### config.mk
export PLATFORM = sky130hd
export DESIGN_NAME = if_id_queue
export DESIGN_NICKNAME = d
export VERILOG_FILES = /design/src/rtl/if_id_queue.sv
export SDC_FILE = /design/constraint.sdc
export NUM_CORES = 1
export LEC_CHECK = 0
export ABC_AREA = 1
export BUFFER_PORTS_ARGS = -buffer_cell sky130_fd_sc_hd__buf_2
export CORE_ASPECT_RATIO = 1.2
export CORE_MARGIN = 1
export CORE_UTILIZATION = 35
export CTS_CLUSTER_SIZE = 10
export DETAILED_ROUTE_END_ITERATION = 8
export PLACE_DENSITY = 0.55
export SYNTH_ARGS = -nofsm -noshare
export SYNTH_HDL_FRONTEND = slang
export SYNTH_SLANG_ARGS = --single-unit
export TNS_END_PERCENT = 30
### constraint.sdc
create_clock -name clk -period 2.7 [get_ports clk]
set_clock_uncertainty 0.1 [all_clocks]
set_input_delay 0.27 -clock clk [delete_from_list [all_inputs] [get_ports clk]]
set_output_delay 0.27 -clock clk [all_outputs]
set_load 0.01 [all_outputs]
### src/rtl/if_id_queue.sv
`default_nettype none
// ============================================================================
// Module   : if_id_queue
// Purpose  : Instruction queue between fetch and decode. Buffers up to DEPTH
//            {pc, pc4, inst} entries in FIFO order behind a valid/ready
//            handshake on each side. A synchronous flush (branch/jump
//            redirect) drops every buffered entry so wrong-path instructions
//            never reach decode.
// Ports    : clk        - clock, all state updates on the rising edge
//            rst        - asynchronous, active-low reset
//            flush      - discard all entries at the next edge
//            in_valid   - fetch presents an entry
//            in_ready   - queue accepts an entry this cycle
//            in_pc      - PC of the fetched instruction
//            in_pc4     - PC+4 of the fetched instruction
//            in_inst    - fetched instruction word
//            out_valid  - head entry is valid
//            out_ready  - decode consumes the head entry this cycle
//            out_pc     - head PC (0 when out_valid=0)
//            out_pc4    - head PC+4 (0 when out_valid=0)
//            out_inst   - head instruction (NOP when out_valid=0)
//            count      - current occupancy, 0..DEPTH
// Revision : 1.0 - initial release
// ============================================================================
module if_id_queue #(
    parameter int unsigned     DEPTH = 4,
    parameter int unsigned     XLEN  = 32,
    parameter logic [XLEN-1:0] NOP   = 32'h0000_0013
) (
    input  logic                     clk,
    input  logic                     rst,
    input  logic                     flush,
    input  logic                     in_valid,
    output logic                     in_ready,
    input  logic [XLEN-1:0]          in_pc,
    input  logic [XLEN-1:0]          in_pc4,
    input  logic [XLEN-1:0]          in_inst,
    output logic                     out_valid,
    input  logic                     out_ready,
    output logic [XLEN-1:0]          out_pc,
    output logic [XLEN-1:0]          out_pc4,
    output logic [XLEN-1:0]          out_inst,
    output logic [$clog2(DEPTH):0]   count
);

    // Index width; pointers carry one extra wrap bit above it.
    localparam int unsigned AW = $clog2(DEPTH);
    localparam logic [AW:0] c_ptr_one = (AW + 1)'(1);

    // ------------------------------------------------------------------------
    // State
    // ------------------------------------------------------------------------
    logic [AW:0]      r_wptr;
    logic [AW:0]      r_rptr;
    logic [XLEN-1:0]  r_pc_mem   [DEPTH];
    logic [XLEN-1:0]  r_pc4_mem  [DEPTH];
    logic [XLEN-1:0]  r_inst_mem [DEPTH];

    // ------------------------------------------------------------------------
    // Status and handshakes
    // ------------------------------------------------------------------------
    logic w_empty;
    logic w_full;
    logic w_push;
    logic w_pop;

    // Equal pointers mean empty; same slot with opposite wrap bits means full.
    assign w_empty = (r_wptr == r_rptr);
    assign w_full  = (r_wptr[AW-1:0] == r_rptr[AW-1:0]) &&
                     (r_wptr[AW] != r_rptr[AW]);

    // Ready depends only on stored state, flush and reset: a pop in the same
    // cycle never opens a slot for a push while full.
    assign in_ready  = !w_full && !flush && rst;
    // Flush hides the head in the redirect cycle so decode cannot consume a
    // wrong-path instruction.
    assign out_valid = !w_empty && !flush && rst;

    assign w_push = in_valid && in_ready;
    assign w_pop  = out_valid && out_ready;

    // Occupancy is the modular pointer distance, so it moves by +1/-1 on a
    // lone push/pop and holds when both happen together.
    assign count = r_wptr - r_rptr;

    // ------------------------------------------------------------------------
    // Head read-out, forced to a harmless NOP bubble when nothing is valid
    // ------------------------------------------------------------------------
    always_comb begin
        out_pc   = '0;
        out_pc4  = '0;
        out_inst = NOP;
        if (out_valid) begin
            out_pc   = r_pc_mem[r_rptr[AW-1:0]];
            out_pc4  = r_pc4_mem[r_rptr[AW-1:0]];
            out_inst = r_inst_mem[r_rptr[AW-1:0]];
        end
    end

    // ------------------------------------------------------------------------
    // Pointers: flush returns both to zero; otherwise advance on handshakes
    // ------------------------------------------------------------------------
    always_ff @(posedge clk or negedge rst) begin
        if (!rst) begin
            r_wptr <= '0;
            r_rptr <= '0;
        end else if (flush) begin
            r_wptr <= '0;
            r_rptr <= '0;
        end else begin
            if (w_push) begin
                r_wptr <= r_wptr + c_ptr_one;
            end
            if (w_pop) begin
                r_rptr <= r_rptr + c_ptr_one;
            end
        end
    end

    // ------------------------------------------------------------------------
    // Storage: cleared on reset only; flush leaves stale contents behind since
    // the pointers alone decide what is visible.
    // ------------------------------------------------------------------------
    always_ff @(posedge clk or negedge rst) begin
        if (!rst) begin
            for (int i = 0; i < int'(DEPTH); i++) begin
                r_pc_mem[i]   <= '0;
                r_pc4_mem[i]  <= '0;
                r_inst_mem[i] <= '0;
            end
        end else if (w_push) begin
            r_pc_mem[r_wptr[AW-1:0]]   <= in_pc;
            r_pc4_mem[r_wptr[AW-1:0]]  <= in_pc4;
            r_inst_mem[r_wptr[AW-1:0]] <= in_inst;
        end
    end

endmodule
`default_nettype wire

==> flow_summary_export.csv <==
group,metric,value,unit
detailed_routing,viasPerCell,4.95,
placement,dpl.cell_count,3205,
logic_synthesis,synthArstFlopShare,100,%
cells_and_area,final_core_util,44.7,%
sta,fin_tns_setup,0,ps
sta,final-max-slew-violation-count,0,
sta,finalSetupViolCount,0,
logic_synthesis,ys_warn_count,0,
critical_path,critical_path.slowest_cell,"o21ai_0",
power_and_ir_drop,combPwrFrac,17.9,%
power_and_ir_drop,ir_drop,406,uV
detailed_routing,ant_nets,0,
die,dieArea,53000,um^2
global_route,antenna_found_initial,2,
cts,cts.clk_slew.worst_paths,60,ps
sta,period_share,98.5,%
power_and_ir_drop,switching_share,28.7,%
detailed_routing,drtPass1Iterations,5,
cells_and_area,drive_gt1_share,13.6,%
detailed_routing,vias,16800,
cells_and_area,area_growth,26.3,%
die,die_h,252,um
power_and_ir_drop,p_sw,4.44,mW
logic_synthesis,yosysTopAreaCellShare,53.5,%
cells_and_area,num-nets-final,2784,
logic_synthesis,synth_cell_types,23,
global_route,grt_pass1_vias,16300,
logic_synthesis,ys_seq_area_share,53.5,%
sta,maxSlewHeadroom,48.2,%
sta,tightestPinTransition,777,ps
logic_synthesis,ys_top_cells_by_count,"nand2_1, dfrtp_1, nor2_1, o21ai_0, inv_1",
cts,cts_sinks,390,
critical_path,cp-end-kind,"primary output",
sta,hold_viol,0,
placement,hpwlAfterDp,30500,um
global_route,grt_usage,22.8,%
power_and_ir_drop,leakagePower,12.0,nW
logic_synthesis,syn-num-nets,2541,
critical_path,crit_chain,"buf_4 -> buf_12 -> clkinv_8 -> buf_16 -> o21ai_0 -> a21oi_1 -> buf_2",
cells_and_area,nFillCells,5162,
detailed_routing,avgRoutedWirePerCell,17.9,um
die,start_util,35.4,%
cts,root_buffer,"clkbuf_16",
worst_hold_path,hold_path_class,"in -> async",
die,core,51500,um^2
placement,place.gp.congestion,0.766,
die,fp-row-count,91,
cts,htree_levels,2,
detailed_routing,drc,0,
critical_path,cp_slowest_stage_delay,430,ps
logic_synthesis,synth_area_per_cell,7.49,um^2
sta,min_period,2660,ps
die,die_w,210,um
logic_synthesis,yosysTopAreaCell,"dfrtp_1",
critical_path,worstPathArrival,2290,ps
cells_and_area,stdcell_count,3387,
detailed_routing,wirelength,60700,um
critical_path,crit_required,2330,ps
run,drv_cap,0,
logic_synthesis,synth_cells,2432,
global_route,grt_max_degree,131,
cts,insertion_delay,570,ps
cts,cts_buffer_depth,3,
logic_synthesis,synthTopCellsByArea,"dfrtp_1, nand2_1, o21ai_0",
cts,tritoncts,"built",
logic_synthesis,ys_ff_latch,390,
status,status,"finished, final reports clean",
cts,cts_buffers,46,
critical_path,setup.worst_path.start_class,"flop",
logic_synthesis,synth_edf_count,0,
power_and_ir_drop,seqPwrFrac,45.0,%
power_and_ir_drop,p_per_area,673,nW/um^2
detailed_routing,drtIter0Drc,1343,
global_route,grt_pass1_wl,93300,um
power_and_ir_drop,p_clk_share,37.1,%
die,ios,202,
logic_synthesis,syn_area,18200,um^2
critical_path,critPathKind,"reg -> out",
placement,numPortBuffers,201,
logic_synthesis,ys.flop_type,"dfrtp_1",
power_and_ir_drop,p_int,11.0,mW
global_route,grt_overflow,0,
logic_synthesis,synth_most_common_cell,"nand2_1",
critical_path,cp_max_fo,27,
sta,rsz0062_at_grt,"yes",
sta,fmaxAchievable,376,MHz
==> through the flow <==
stage	total power [mW]	setup slack [ps]	hold slack [ps]	instance area, um^2
2_1_floorplan	8.48	328	-126	18200
3_3_place_gp	9.34	429	342	20000
3_5_place_dp	9.40	450	335	20000
4_1_cts	15.6	-9.83	333	22900
5_1_grt	16.3	-52.4	370	23000
6_report	15.5	40.4	323	23000
==> flip-flops by register name, indices dropped and copies added, names as in the netlist <==
register	cells
r_wptr	3
r_pc_mem	128
r_inst_mem	128
r_rptr	3
r_pc4_mem	128
==> power groups by stage <==
stage / Combinational [mW] / Sequential [mW] / Clock (mW)
after floorplan: 1.53 / 6.95 / 0
after global placement: 2.32 / 7.02 / 0
after detailed placement: 2.35 / 7.04 / 0
after CTS: 2.73 / 6.95 / 5.92
after global routing: 3.13 / 7.05 / 6.13
final: 2.77 / 6.96 / 5.74
==> path summary, 6_finish.rpt <==
| check | cells after the start | slack (ps) | end | startpoint |
|---|---|---|---|---|
| setup / recovery | 7 | 40 | out_inst[5] | r_rptr[0] |
| hold / removal | 3 | 320 | r_pc_mem[5] | rst |
| setup reg to reg | 7 | 540 | r_pc4_mem[21] | r_rptr[0] |
| hold reg to reg | 2 | 370 | r_pc_mem[78] | r_pc_mem[78] |
| max in group asynchronous | 4 | 960 | r_rptr[1] | rst |
| min in group clk | 2 | 370 | r_pc_mem[78] | r_pc_mem[78] |
==> final cells by class <==
cell class / count / area [um^2] / share of cell area [%]
well taps: 697 / 872 / 3.79
repair buffers: 351 / 3050 / 13.3
clock inverters: 2 / 35.0 / 0.152
clock buffers: 59 / 1290 / 5.62
diodes: 2 / 5.00 / 0.0217
flip-flops and latches: 390 / 9770 / 42.4
multi-input cells: 1772 / 7540 / 32.8
inverters: 114 / 445 / 1.94
==> critical path: cells and delay by family, from the launching register on <==
| family | cells | cell delay (ps) |
|---|---|---|
| DFF | 1 | 420 |
| buffers and inverters | 5 | 730 |
| AOI/OAI and AO/OA | 2 | 550 |
==> what timing repair did <==
item,4_1_cts,5_1_grt
setup buffers,7,1
endpoints found under the setup margin,56,88
cloned,9,2
endpoints found under the hold margin,423,0
pin swaps,4,3
hold buffers,100,0
gates resized for setup,55,35
==> logic make-up (layout without fill, tap and decap cells) <==
kind of cell,Yosys count,count (layout),synth area share [%]
AOI/OAI and AO/OA,385,385,10.6
xor gates and xnor gates,3,3,0.144
adders and majority gates,8,8,0.590
buffers and inverters,270,526,6.38
DFF,390,390,53.5
other,0,2,0
and+or+nand+nor,1376,1376,28.7
==> layout by cell type, fill, tap and decap left out, types with 3 or more instances in the layout <==
cell type	instances
nor2_1	379
buf_4	10
inv_1	110
o221ai_1	3
clkbuf_8	3
a21oi_1	50
nand3_1	8
o21ai_1	11
a21oi_4	3
a21oi_2	40
dfrtp_1	388
buf_2	197
buf_12	22
o21ai_0	278
nand2_1	976
buf_16	15
clkbuf_16	51
nand4_1	3
dlygate4sd3_1	100
nor2_4	4
ha_1	5
clkbuf_1	7
==> per-layer routing <==
metal | global-route usage [%] | wire length (um) | vias to the layer above
met4 | 7.45 | 1660 | 0
met5 | 0 | 0 | -
met3 | 3.53 | 3410 | 107
met2 | 39.1 | 29700 | 560
li1 | - | - | 7989
met1 | 29.3 | 25900 | 8098
Power figures use the tool's default switching activity.
